[config.mk]
export PLATFORM = sky130hd
export DESIGN_NAME = config_axil_write_bridge_flat
export DESIGN_NICKNAME = d
export VERILOG_FILES = /design/src/rtl/config_axil_write_bridge_if.sv /design/src/rtl/config_axil_write_bridge.sv /design/src/flat_wrapper.sv
export SDC_FILE = /design/constraint.sdc
export NUM_CORES = 1
export LEC_CHECK = 0
export CORE_MARGIN = 4
export CORE_UTILIZATION = 38
export CTS_BUF_LIST = sky130_fd_sc_hd__clkbuf_8 sky130_fd_sc_hd__clkbuf_16
export DETAILED_ROUTE_END_ITERATION = 7
export HOLD_SLACK_MARGIN = 0.06
export PLACE_DENSITY = 0.69
export SETUP_SLACK_MARGIN = 0.02
export SYNTH_ARGS = -nofsm -noshare
export SYNTH_HDL_FRONTEND = slang
export SYNTH_SLANG_ARGS = --single-unit
export TNS_END_PERCENT = 20
[constraint.sdc]
create_clock -name clk -period 1.6 [get_ports clk]
set_input_delay 0.24 -clock clk [delete_from_list [all_inputs] [get_ports clk]]
set_output_delay 0.24 -clock clk [all_outputs]
set_load 0.01 [all_outputs]
[src/rtl/config_axil_write_bridge_if.sv]
// AXI4-Lite write-channel bundle (AW, W, B) between a host master and the config write bridge.
interface config_axil_write_bridge_if #(
   parameter int unsigned AXIL_ADDR_W = 16,
   parameter int unsigned DATA_W      = 64
);
   logic [AXIL_ADDR_W-1:0] awaddr;
   logic                   awvalid;
   logic                   awready;
   logic [DATA_W-1:0]      wdata;
   logic [DATA_W/8-1:0]    wstrb;
   logic                   wvalid;
   logic                   wready;
   logic [1:0]             bresp;
   logic                   bvalid;
   logic                   bready;

   modport master (
      output awaddr, awvalid, wdata, wstrb, wvalid, bready,
      input  awready, wready, bresp, bvalid
   );

   modport slave (
      input  awaddr, awvalid, wdata, wstrb, wvalid, bready,
      output awready, wready, bresp, bvalid
   );
endinterface

[src/rtl/config_axil_write_bridge.sv]
// AXI4-Lite write slave: joins AW and W, validates strobe/alignment/range, and turns
// each good write into a one-cycle config-bus pulse while always returning a B response.
module config_axil_write_bridge #(
   parameter int unsigned AXIL_ADDR_W = 16,
   parameter int unsigned DATA_W      = 64,
   parameter int unsigned NUM_REGS    = 64,
   parameter int unsigned CONF_ADDR_W = $clog2(NUM_REGS)
) (
   input  logic                   clk,
   input  logic                   rst,
   config_axil_write_bridge_if.slave s_axil,
   output logic                   conf_valid,
   output logic [CONF_ADDR_W-1:0] conf_addr,
   output logic [DATA_W-1:0]      conf_data
);
   localparam int unsigned OFF_W = $clog2(DATA_W / 8);

   logic                   aw_full_q, aw_full_d;
   logic [AXIL_ADDR_W-1:0] aw_addr_q, aw_addr_d;
   logic                   w_full_q, w_full_d;
   logic [DATA_W-1:0]      w_data_q, w_data_d;
   logic [DATA_W/8-1:0]    w_strb_q, w_strb_d;
   logic                   bvalid_q, bvalid_d;
   logic [1:0]             bresp_q, bresp_d;
   logic                   conf_valid_q, conf_valid_d;
   logic [CONF_ADDR_W-1:0] conf_addr_q, conf_addr_d;
   logic [DATA_W-1:0]      conf_data_q, conf_data_d;

   logic                   fire;
   logic                   aw_take, w_take;
   logic [AXIL_ADDR_W-1:0] word_idx;
   logic                   req_ok;

   // A slot emptied by this edge's fire may be refilled on the same edge,
   // which is what sustains one write per cycle.
   assign fire             = aw_full_q && w_full_q && (!bvalid_q || s_axil.bready);
   assign s_axil.awready   = !aw_full_q || fire;
   assign s_axil.wready    = !w_full_q || fire;
   assign aw_take          = s_axil.awvalid && s_axil.awready;
   assign w_take           = s_axil.wvalid && s_axil.wready;

   // Full-width index so upper address bits fail the range check instead of aliasing.
   assign word_idx = aw_addr_q >> OFF_W;
   assign req_ok   = (aw_addr_q[OFF_W-1:0] == '0) && (w_strb_q == '1)
                     && (word_idx < AXIL_ADDR_W'(NUM_REGS));

   always_comb begin
      aw_full_d    = aw_full_q;
      aw_addr_d    = aw_addr_q;
      w_full_d     = w_full_q;
      w_data_d     = w_data_q;
      w_strb_d     = w_strb_q;
      bvalid_d     = bvalid_q;
      bresp_d      = bresp_q;
      conf_valid_d = 1'b0;
      conf_addr_d  = conf_addr_q;
      conf_data_d  = conf_data_q;

      if (bvalid_q && s_axil.bready) begin
         bvalid_d = 1'b0;
      end
      if (fire) begin
         aw_full_d = 1'b0;
         w_full_d  = 1'b0;
         bvalid_d  = 1'b1;
         bresp_d   = req_ok ? 2'b00 : 2'b10;
         if (req_ok) begin
            conf_valid_d = 1'b1;
            conf_addr_d  = word_idx[CONF_ADDR_W-1:0];
            conf_data_d  = w_data_q;
         end
      end
      if (aw_take) begin
         aw_full_d = 1'b1;
         aw_addr_d = s_axil.awaddr;
      end
      if (w_take) begin
         w_full_d = 1'b1;
         w_data_d = s_axil.wdata;
         w_strb_d = s_axil.wstrb;
      end
   end

   always_ff @(posedge clk) begin
      if (rst) begin
         aw_full_q    <= 1'b0;
         aw_addr_q    <= '0;
         w_full_q     <= 1'b0;
         w_data_q     <= '0;
         w_strb_q     <= '0;
         bvalid_q     <= 1'b0;
         bresp_q      <= 2'b00;
         conf_valid_q <= 1'b0;
         conf_addr_q  <= '0;
         conf_data_q  <= '0;
      end else begin
         aw_full_q    <= aw_full_d;
         aw_addr_q    <= aw_addr_d;
         w_full_q     <= w_full_d;
         w_data_q     <= w_data_d;
         w_strb_q     <= w_strb_d;
         bvalid_q     <= bvalid_d;
         bresp_q      <= bresp_d;
         conf_valid_q <= conf_valid_d;
         conf_addr_q  <= conf_addr_d;
         conf_data_q  <= conf_data_d;
      end
   end

   assign s_axil.bvalid = bvalid_q;
   assign s_axil.bresp  = bresp_q;
   assign conf_valid    = conf_valid_q;
   assign conf_addr     = conf_addr_q;
   assign conf_data     = conf_data_q;
endmodule
[src/flat_wrapper.sv]
// flat-port wrapper written by rule: the top's interface ports become plain ports
module config_axil_write_bridge_flat 
#(
   parameter int unsigned AXIL_ADDR_W = 16,
   parameter int unsigned DATA_W      = 64,
   parameter int unsigned NUM_REGS    = 64,
   parameter int unsigned CONF_ADDR_W = $clog2(NUM_REGS)
)
  (clk, rst, conf_valid, conf_addr, conf_data, s_axil_awaddr, s_axil_awvalid, s_axil_wdata, s_axil_wstrb, s_axil_wvalid, s_axil_bready, s_axil_awready, s_axil_wready, s_axil_bresp, s_axil_bvalid);
  config_axil_write_bridge_if #(.AXIL_ADDR_W(AXIL_ADDR_W), .DATA_W(DATA_W)) s_axil_i ();
  input  logic clk;
  input  logic rst;
  output logic conf_valid;
  output logic [CONF_ADDR_W-1:0] conf_addr;
  output logic [DATA_W-1:0] conf_data;
  input wire logic [$bits(s_axil_i.awaddr)-1:0] s_axil_awaddr;
  input wire logic [$bits(s_axil_i.awvalid)-1:0] s_axil_awvalid;
  input wire logic [$bits(s_axil_i.wdata)-1:0] s_axil_wdata;
  input wire logic [$bits(s_axil_i.wstrb)-1:0] s_axil_wstrb;
  input wire logic [$bits(s_axil_i.wvalid)-1:0] s_axil_wvalid;
  input wire logic [$bits(s_axil_i.bready)-1:0] s_axil_bready;
  output wire logic [$bits(s_axil_i.awready)-1:0] s_axil_awready;
  output wire logic [$bits(s_axil_i.wready)-1:0] s_axil_wready;
  output wire logic [$bits(s_axil_i.bresp)-1:0] s_axil_bresp;
  output wire logic [$bits(s_axil_i.bvalid)-1:0] s_axil_bvalid;
  assign s_axil_i.awaddr = s_axil_awaddr;
  assign s_axil_i.awvalid = s_axil_awvalid;
  assign s_axil_i.wdata = s_axil_wdata;
  assign s_axil_i.wstrb = s_axil_wstrb;
  assign s_axil_i.wvalid = s_axil_wvalid;
  assign s_axil_i.bready = s_axil_bready;
  assign s_axil_awready = s_axil_i.awready;
  assign s_axil_wready = s_axil_i.wready;
  assign s_axil_bresp = s_axil_i.bresp;
  assign s_axil_bvalid = s_axil_i.bvalid;
  config_axil_write_bridge #(.AXIL_ADDR_W(AXIL_ADDR_W), .DATA_W(DATA_W), .NUM_REGS(NUM_REGS), .CONF_ADDR_W(CONF_ADDR_W)) u_core (.clk(clk), .rst(rst), .s_axil(s_axil_i), .conf_valid(conf_valid), .conf_addr(conf_addr), .conf_data(conf_data));
endmodule
**Yosys cells after proc, flatten, opt, wreduce, memory -nomap -nowiden**

Index checks and enable logic that the tools add are counted.

- Bitwise operators: 1
- Reduce and logical (&&, ||, !) cells: 19
- Order comparisons: 1
- Equal/unequal tests: 1
- Muxes and demuxes: 7

Operators with widths:

| kind | count |
|---|---|
| $lt A13 B7 Y1 const B | 1 |
| $eq A8 B8 Y1 const B | 1 |
| $logic_and A1 B1 Y1 | 7 |
| $mux W1 | 6 |
| $reduce_bool A2 Y1 | 3 |
| $logic_not A1 Y1 | 3 |
| $logic_not A3 Y1 | 1 |
| $logic_or A1 B1 Y1 | 3 |
| $mux W2 | 1 |
| $reduce_and A2 Y1 | 1 |
| $reduce_or A2 Y1 | 1 |
| $not A1 Y1 | 1 |

- Output and inout port bits: 76
- Bits of input ports: 93
- Register bits: 164
- Logic and storage cells: 39

**Logic depth before layout (Yosys ltp)**

- Depth in word-level cells: 6
- Gate-level depth with buffers: 7
- Depth with buffers taken out: 5

**Least setup slack after synthesis**

No wires, ideal clock.

- Kind: register -> register
- Start point: reg u_core.aw_addr_q[15]
- End point: reg u_core.conf_addr_q[0] (netlist: u_core.conf_addr[0])
- Arrival time: 1.634 ns
- Cell stages (with the launch flop): 6
- Path buffers: 2
- Clock period less this slack: 1.706 ns
- Setup slack: -0.106 ns
- Data required time: 1.528 ns
- Library setup time: 0.072 ns
- Path through: dfxtp_1 or4_4 nor4_2 buf_6 buf_12 mux2i_1

- Word-level cells in the longest chain between the ends: 3

RTL lines:

| item | RTL line | text |
|---|---|---|
| start: declaration | config_axil_write_bridge.sv:19 | `logic [AXIL_ADDR_W-1:0] aw_addr_q, aw_addr_d;` |
| start signal: assignment | config_axil_write_bridge.sv:98 | `aw_addr_q <= aw_addr_d;` |
| $lt A13 B7 Y1 | config_axil_write_bridge.sv:45 | `&& (word_idx < AXIL_ADDR_W'(NUM_REGS));` |
| $logic_and A1 B1 Y1 | config_axil_write_bridge.sv:45 |  |
| $reduce_and A2 Y1 (no source line) | - |  |
| end signal: assignment | config_axil_write_bridge.sv:105 | `conf_addr_q <= conf_addr_d;` |
| end: declaration | config_axil_write_bridge.sv:26 | `logic [CONF_ADDR_W-1:0] conf_addr_q, conf_addr_d;` |

Every way passes these cells.
A chain may end at the register's enable or synchronous reset.

**Worst setup path in the final report**

- Start point: reg u_core.aw_addr_q[10]
- End point: reg u_core.conf_data_q[28] (netlist: u_core.conf_data[28])

- Word-level cells in the longest chain between the ends: 3

RTL lines:

| item | RTL line | text |
|---|---|---|
| $lt A13 B7 Y1 | config_axil_write_bridge.sv:45 |  |
| $logic_and A1 B1 Y1 | config_axil_write_bridge.sv:45 |  |
| $reduce_and A2 Y1 (no source line) | - |  |
| end signal: assignment | config_axil_write_bridge.sv:106 | `conf_data_q <= conf_data_d;` |
| end: declaration | config_axil_write_bridge.sv:27 | `logic [DATA_W-1:0] conf_data_q, conf_data_d;` |

Every way passes these cells.

==> impl_metrics.tcl <==
set metrics [dict create \
    fillers 1596 \
    violations "setup timing" \
    p_leak_nw 3.92 \
    wl_per_cell_um 15.4 \
    fmax_ghz 0.543 \
    path_depth 6 \
    via_count 5583 \
    fin_crit_sh 1.15 \
    final_antenna_net_count 0 \
    path_cells "nor4_2 -> nand4_1 -> nor4_4 -> buf_6 -> buf_12 -> mux2i_1" \
    drive_gt1_frac 0.0897 \
    synth_area_leaders "dfxtp_1, nand2b_1, mux2i_1" \
    status "finished with violations" \
    fp.dieW_um 141 \
    initial_core_util 0.387 \
    avgSynthCellArea_um2 9.15 \
    yosys_warnings 0 \
    ctsHoldBuffers 0 \
    synth_seq_cells 163 \
    drt-total-wl_mm 17.2 \
    drv_slew 0 \
    antenna_found_initial 0 \
    powerDensity_nw_per_um2 951 \
    hold_viol 0 \
    cp_num_buf_inv 2 \
    cts.sinks 163 \
    grt_remaining_overflow 0 \
    hold_path.class "in -> reg" \
    period_minus_slack_ps 1840 \
    io_buffers 167 \
    dieArea_um2 19800 \
    grt_pass1_vias 5316 \
    drv_cap 0 \
    arrival_ps 2170 \
    gp_congestion 0.774 \
    core_area_um2 17300 \
    numCtsBuffers 17 \
    die_h_um 141 \
    drt-vias-per-instance 5.00 \
    cts.clk_slew.worst_paths_ps 60 \
    area_delta_synth_final_pct 40.6 \
    setup_viol 73 \
    dp_hpwl_mm 10.9 \
    drcViolationCount 0 \
    cts_tree "yes" \
    startpoint "u_core.aw_addr_q[10]" \
    dr.pass1.iters 5 \
    clock_latency_ps 410 \
    rsz0062_at_grt "true" \
    r2r_end "u_core.conf_data[28]" \
    worst_r2r_path_depth 6 \
    syn_inst 731 \
    finalSetupTns_ps -14180 \
    reg2reg_slack_ps -240 \
    yosysTopAreaCell "dfxtp_1" \
    start_kind "flop" \
    syn_area_um2 6690 \
    layout_setup_ws_ps -240 \
    yosysSeqAreaShare 0.488 \
    grt_max_degree 80 \
    critPathCapture "u_core.conf_data[28]" \
    r2r-start "u_core.aw_addr_q[10]" \
    drt_iter0_drc 272 \
    synth_top_area_frac 0.488 \
    worstPathRequired_ps 1930 \
    row_count 48 \
    pre_cts_ws_ps -493 \
    antennaDiodeCount 0 \
    grt_pass1_wl_mm 27.6 \
    ctsRootBufferMaster "clkbuf_16" \
    max_stage_delay_ps 410 \
    peakVddDrop_mv 0.684 \
    finClkSkew_ps 9.15 \
    htreeDepth 4 \
    cp_max_fo 6 \
    crit_type "reg -> reg" \
    num-nets-final 973 \
    fin_util 0.544 \
    io_pins 169 \
    grt_usage 0.170 \
    crit_family "simple AND/OR/NAND/NOR gates" \
    syn-num-nets 824 \
    cpMaxStageDelayCell "nor4_4" \
    cts_buffer_depth 2 \
    crit_path_end_kind "flop" \
    final_area_um2 9410 \
    placed_area_um2 8590 \
    synth_cell_types 27 \
]
state kept, by name, summed over array words and instances (netlist names):
signal                cells
u_core.aw_addr_q         16
u_core.aw_full_q          1
u_core.conf_addr          6
u_core.conf_data         64
u_core.conf_valid         1
u_core.s_axil.bresp       1
u_core.s_axil.bvalid      1
u_core.w_data_q          64
u_core.w_full_q           1
u_core.w_strb_q           8
final cells by class:
| type | instances | area (um^2) | area share |
|---|---|---|---|
| Tap cell | 225 | 282 | 0.0299 |
| Clock inverter | 11 | 88.8 | 0.00945 |
| Multi-Input combinational cell | 493 | 3050 | 0.324 |
| Timing Repair Buffer | 200 | 2230 | 0.237 |
| Clock buffer | 20 | 467 | 0.0496 |
| Sequential cell | 163 | 3270 | 0.348 |
| Inverter | 5 | 18.8 | 0.00200 |
layout by cell type (no fill, tap or decap), types with 2 or more instances in the layout:
cell type and instances:
dlygate4sd2_1 12, nand2b_1 140, dfxtp_2 4, mux2i_1 70
buf_6 5, buf_2 2, clkinv_2 4, a21oi_1 91
clkdlybuf4s50_1 113, dlymetal6s2s_1 38, clkbuf_16 21, buf_4 14
buf_12 10, inv_1 4, clkbuf_8 3, nand4_1 2
nand3_1 89, clkinvlp_4 3, inv_2 3, dfxtp_1 158
o21ai_0 87
logic make-up (layout without fill, tap and decap cells):
group	after synthesis	in the layout	synth area share
mux	70	70	0.105
flops	163	163	0.488
compound gates	182	182	0.137
other cells	1	1	0.000561
buf+inv	75	236	0.0617
simple gates	240	240	0.209
power by group:
group	switching (W)	leakage (nW)	internal [W]	total, W
Combinational	0.000401	2.31	0.000436	0.000837
Clock	0.00160	0.276	0.00224	0.00384
Sequential	0.0000676	1.33	0.00420	0.00427
Total	0.00207	3.92	0.00687	0.00895
layer usage:
metal	vias to the layer above	global-route usage	wire length (um)
met5	-	0	0
met1	2620	0.217	7690
li1	2804	-	-
met3	21	0.0336	740
met2	138	0.287	8520
met4	0	0.0581	271
per-stage QoR:
| stage | power [W] | hold WS (ps) | instances |
|---|---|---|---|
| detailed placement | 0.00519 | 460 | 1079 |
| global route | 0.00932 | 119 | 1117 |
| global placement | 0.00518 | 455 | 1079 |
| finish | 0.00895 | 130 | 1117 |
| floorplan | 0.00479 | 388 | 731 |
| CTS | 0.00903 | 109 | 1112 |
cell usage after synthesis:
library cell,count
a21boi_1,1
a21oi_1,92
a31oi_1,1
and3_1,1
buf_1,8
buf_12,7
buf_2,5
buf_4,1
buf_6,1
clkbuf_1,48
conb_1,1
dfxtp_1,163
inv_1,2
inv_2,3
mux2i_1,70
nand2_1,1
nand2b_1,141
nand3_1,89
nand4_1,2
nor2_1,1
nor2b_1,1
nor3_1,1
nor4_1,1
nor4_2,1
o21ai_0,87
o21ai_1,1
or4_4,1
worst min path at each step:
stage | cells after the start | to | start | slack, ps
final | 2 | u_core.w_data_q[14] | rst | 130
after detailed placement | 2 | u_core.conf_data[62] | u_core.conf_data[62] | 460
after global placement | 2 | u_core.conf_data[26] | u_core.w_data_q[26] | 450
after CTS | 2 | u_core.w_data_q[21] | rst | 110
after floorplan | 2 | u_core.aw_addr_q[0] | s_axil_awaddr[0] | 390
after global routing | 2 | u_core.w_data_q[14] | rst | 120
repair_timing:
item                                    CTS  global route
resized for setup                        25            45
cloned                                    1             5
pin swaps                                 2             2
endpoints found under the setup margin   89           114
buffers inserted                          1             0
worst register-to-register path, delay by kind of cell, from the launching register on:
kind,cells,cell delay [ps]
buffers and inverters,2,390
flip-flops,1,320
multiplexers,1,210
AND/OR/NAND/NOR,3,850
No activity file was read; power rests on OpenSTA's default activity.
==> variant: new RTL, same settings <==
`NUM_REGS` is set to 64 in 2 places; all go to 128.
--- a/src/rtl/config_axil_write_bridge.sv
+++ b/src/rtl/config_axil_write_bridge.sv
@@ -3,7 +3,7 @@
 module config_axil_write_bridge #(
    parameter int unsigned AXIL_ADDR_W = 16,
    parameter int unsigned DATA_W      = 64,
-   parameter int unsigned NUM_REGS    = 64,
+   parameter int unsigned NUM_REGS    = 128,
    parameter int unsigned CONF_ADDR_W = $clog2(NUM_REGS)
 ) (
    input  logic                   clk,
--- a/src/flat_wrapper.sv
+++ b/src/flat_wrapper.sv
@@ -3,7 +3,7 @@
 #(
    parameter int unsigned AXIL_ADDR_W = 16,
    parameter int unsigned DATA_W      = 64,
-   parameter int unsigned NUM_REGS    = 64,
+   parameter int unsigned NUM_REGS    = 128,
    parameter int unsigned CONF_ADDR_W = $clog2(NUM_REGS)
 )
   (clk, rst, conf_valid, conf_addr, conf_data, s_axil_awaddr, s_axil_awvalid, s_axil_wdata, s_axil_wstrb, s_axil_wvalid, s_axil_bready, s_axil_awready, s_axil_wready, s_axil_bresp, s_axil_bvalid);
Ports: changed (resized conf_addr); port bits go from 169 to 170. The function was not compared with the original's and may differ.
==> variant against the original RTL <==
  * The run still ends with negative setup slack left
  * Routed wire length is 1.6% higher
  * Synthesized area increased by 0.79%
  * Setup slack gained 0.091 ns
  * Clock power rose by 10%
  * Total power grew 5.2%
  * Sequential cell count up 1
  * Cell area rose by 1.6%
  * Critical path type unchanged
  * Highest routed layer unchanged
==> variant: results (changes against the original RTL) <==
- Fin nets: 977 (+0.41%)
- Max Buffers Root-to-Sink: 2 (unchanged)
- Failing checks: negative setup slack
- Lkg Pwr: 3.92 nW (about the same)
- Final TNS setup: -7.77 ns (+6.41 ns)
- Layout cells sized above 1: 9.14% (+0.17 points)
- HPWL Detailed: 11,100 um (+1.8%)
- Worst Setup Slack, final: -0.149 ns (+0.0910 ns)
- Final wirelength: 17,500 um (+1.6%)
- First-pass GRT wire length: 27,700 um (+0.37%)
- Worst-path fanout max: 8 (+2)
- Arrival @ worst endpoint: 2.09 ns (-0.08 ns)
- Avg Synthesized Cell Area: 9.17 sq um (+0.24%)
- Fillers: 1,592 (-0.25%)
- Seq/Total Area, Yosys: 48.7% (-0.083 points)
- Setup violations, final: 73 (unchanged)
- Initial DRC Count: 279 (+2.6%)
- Max incr delay on CP: 0.35 ns (-0.06 ns)
- Reg2reg end: u_core.conf_addr[5]$_SDFFE_PP0P_
- Peak VDD IR: 722 uV (+5.6%)
- Skew final: 0.00709 ns (-0.00206 ns)
- Placement Cell Area: 8680 sq um (+1.1%)
- Post-Syn Nets: 828 (+0.49%)
- Via count: 5,530 (-0.95%)
- GPL Wtd Cong: 0.741 (-4.3%)
- Status: complete, but fails checks
- Total net switching power: 2.08 mW (+0.11%)
- GRT Overall Usage: 17.2% (+0.16 points)
- Post-synth cell types: 24 (-11%)
- Port bufs: 168 (+0.60%)
- Critical Path Source: u_core.aw_addr_q[13]$_SDFFE_PP0P_
- Top post-synthesis cells by count: dfxtp_1 (164), nand2b_1 (143), a21oi_1 (92)
- Synth area leaders: dfxtp_1 (49%), nand2b_1 (13%), mux2i_1 (11%)
- Drt pass-1 iters: 6 (+1)
- Endpoints failing hold: 0 (unchanged)
- Largest net degree at the start of global routing: 73 (-8.8%)
- Post-Place Cells: 1,084 (+0.46%)
- CP max stage cell: nor4_4
==> variant: what timing repair did <==
action                     CTS  global route
gates resized for setup     33            44
setup endpoints to repair   94           108
gates cloned                 0             5
hold endpoints to repair     0             0
buffers inserted             1             0
pin swaps                    2             4
==> variant: stage by stage <==
stage	setup WS, ns	util (%)
finish	-0.149	55.1
global route	-0.258	55.1
CTS	-0.161	53.6
detailed placement	-0.439	50.0
global placement	-0.366	50.0
floorplan	0.0690	-
==> variant: worst min path at each step <==
stage                                          start  slack, ns                                 to
finish                                           rst       0.16       u_core.conf_valid$_SDFF_PP0_
global route                                     rst       0.16       u_core.conf_valid$_SDFF_PP0_
CTS                                              rst       0.15       u_core.conf_valid$_SDFF_PP0_
detailed placement  u_core.w_data_q[62]$_SDFFE_PP0P_       0.46  u_core.conf_data[62]$_SDFFE_PP0P_
global placement     u_core.w_data_q[3]$_SDFFE_PP0P_       0.45   u_core.conf_data[3]$_SDFFE_PP0P_
floorplan                           s_axil_awaddr[0]       0.39   u_core.aw_addr_q[0]$_SDFFE_PP0P_
==> variant: final cells by class <==
type                       instances  area [sq um]  area share [%]
sequential                       164          3290            34.4
tap                              225           282            2.94
clock inverter                    10           130            1.36
inverter                           5          18.8           0.196
multi-input combinational        496          3110            32.5
clock buffer                      22           494            5.17
timing repair buffer             200          2240            23.4
==> variant: power groups by stage <==
stage               logic, mW  clock network (mW)  registers, mW
floorplan               0.451                   0           4.36
global placement        0.857                   0           4.37
detailed placement      0.865                   0           4.38
CTS                     0.873                4.34           4.29
global route            0.959                4.51           4.31
finish                  0.870                4.24           4.30
==> variant: metal layers <==
layer,up-vias,global-route usage (%),routed length (um)
li1,2819,-,-
met1,2572,22.4,8060
met2,118,28.0,8490
met3,21,3.63,670
met4,0,6.22,278
met5,-,0,0
==> variant: critical path: cells and delay by family (launching register included) <==
kind | cells | cell delay (ns)
AND/OR/NAND/NOR | 3 | 0.76
buffers and inverters | 2 | 0.39
flip-flops | 1 | 0.33
multiplexers | 1 | 0.20
==> variant: cells by family (layout without fill, tap and decap cells) <==
| family | count (synthesis) | in the layout | share of synthesized area, % |
|---|---|---|---|
| AOI/OAI and AO/OA | 182 | 182 | 13.6 |
| DFF | 164 | 164 | 48.7 |
| other | 1 | 1 | 0.0556 |
| buffers and inverters | 75 | 237 | 6.20 |
| muxes | 71 | 71 | 10.5 |
| and+or+nand+nor | 242 | 242 | 20.9 |
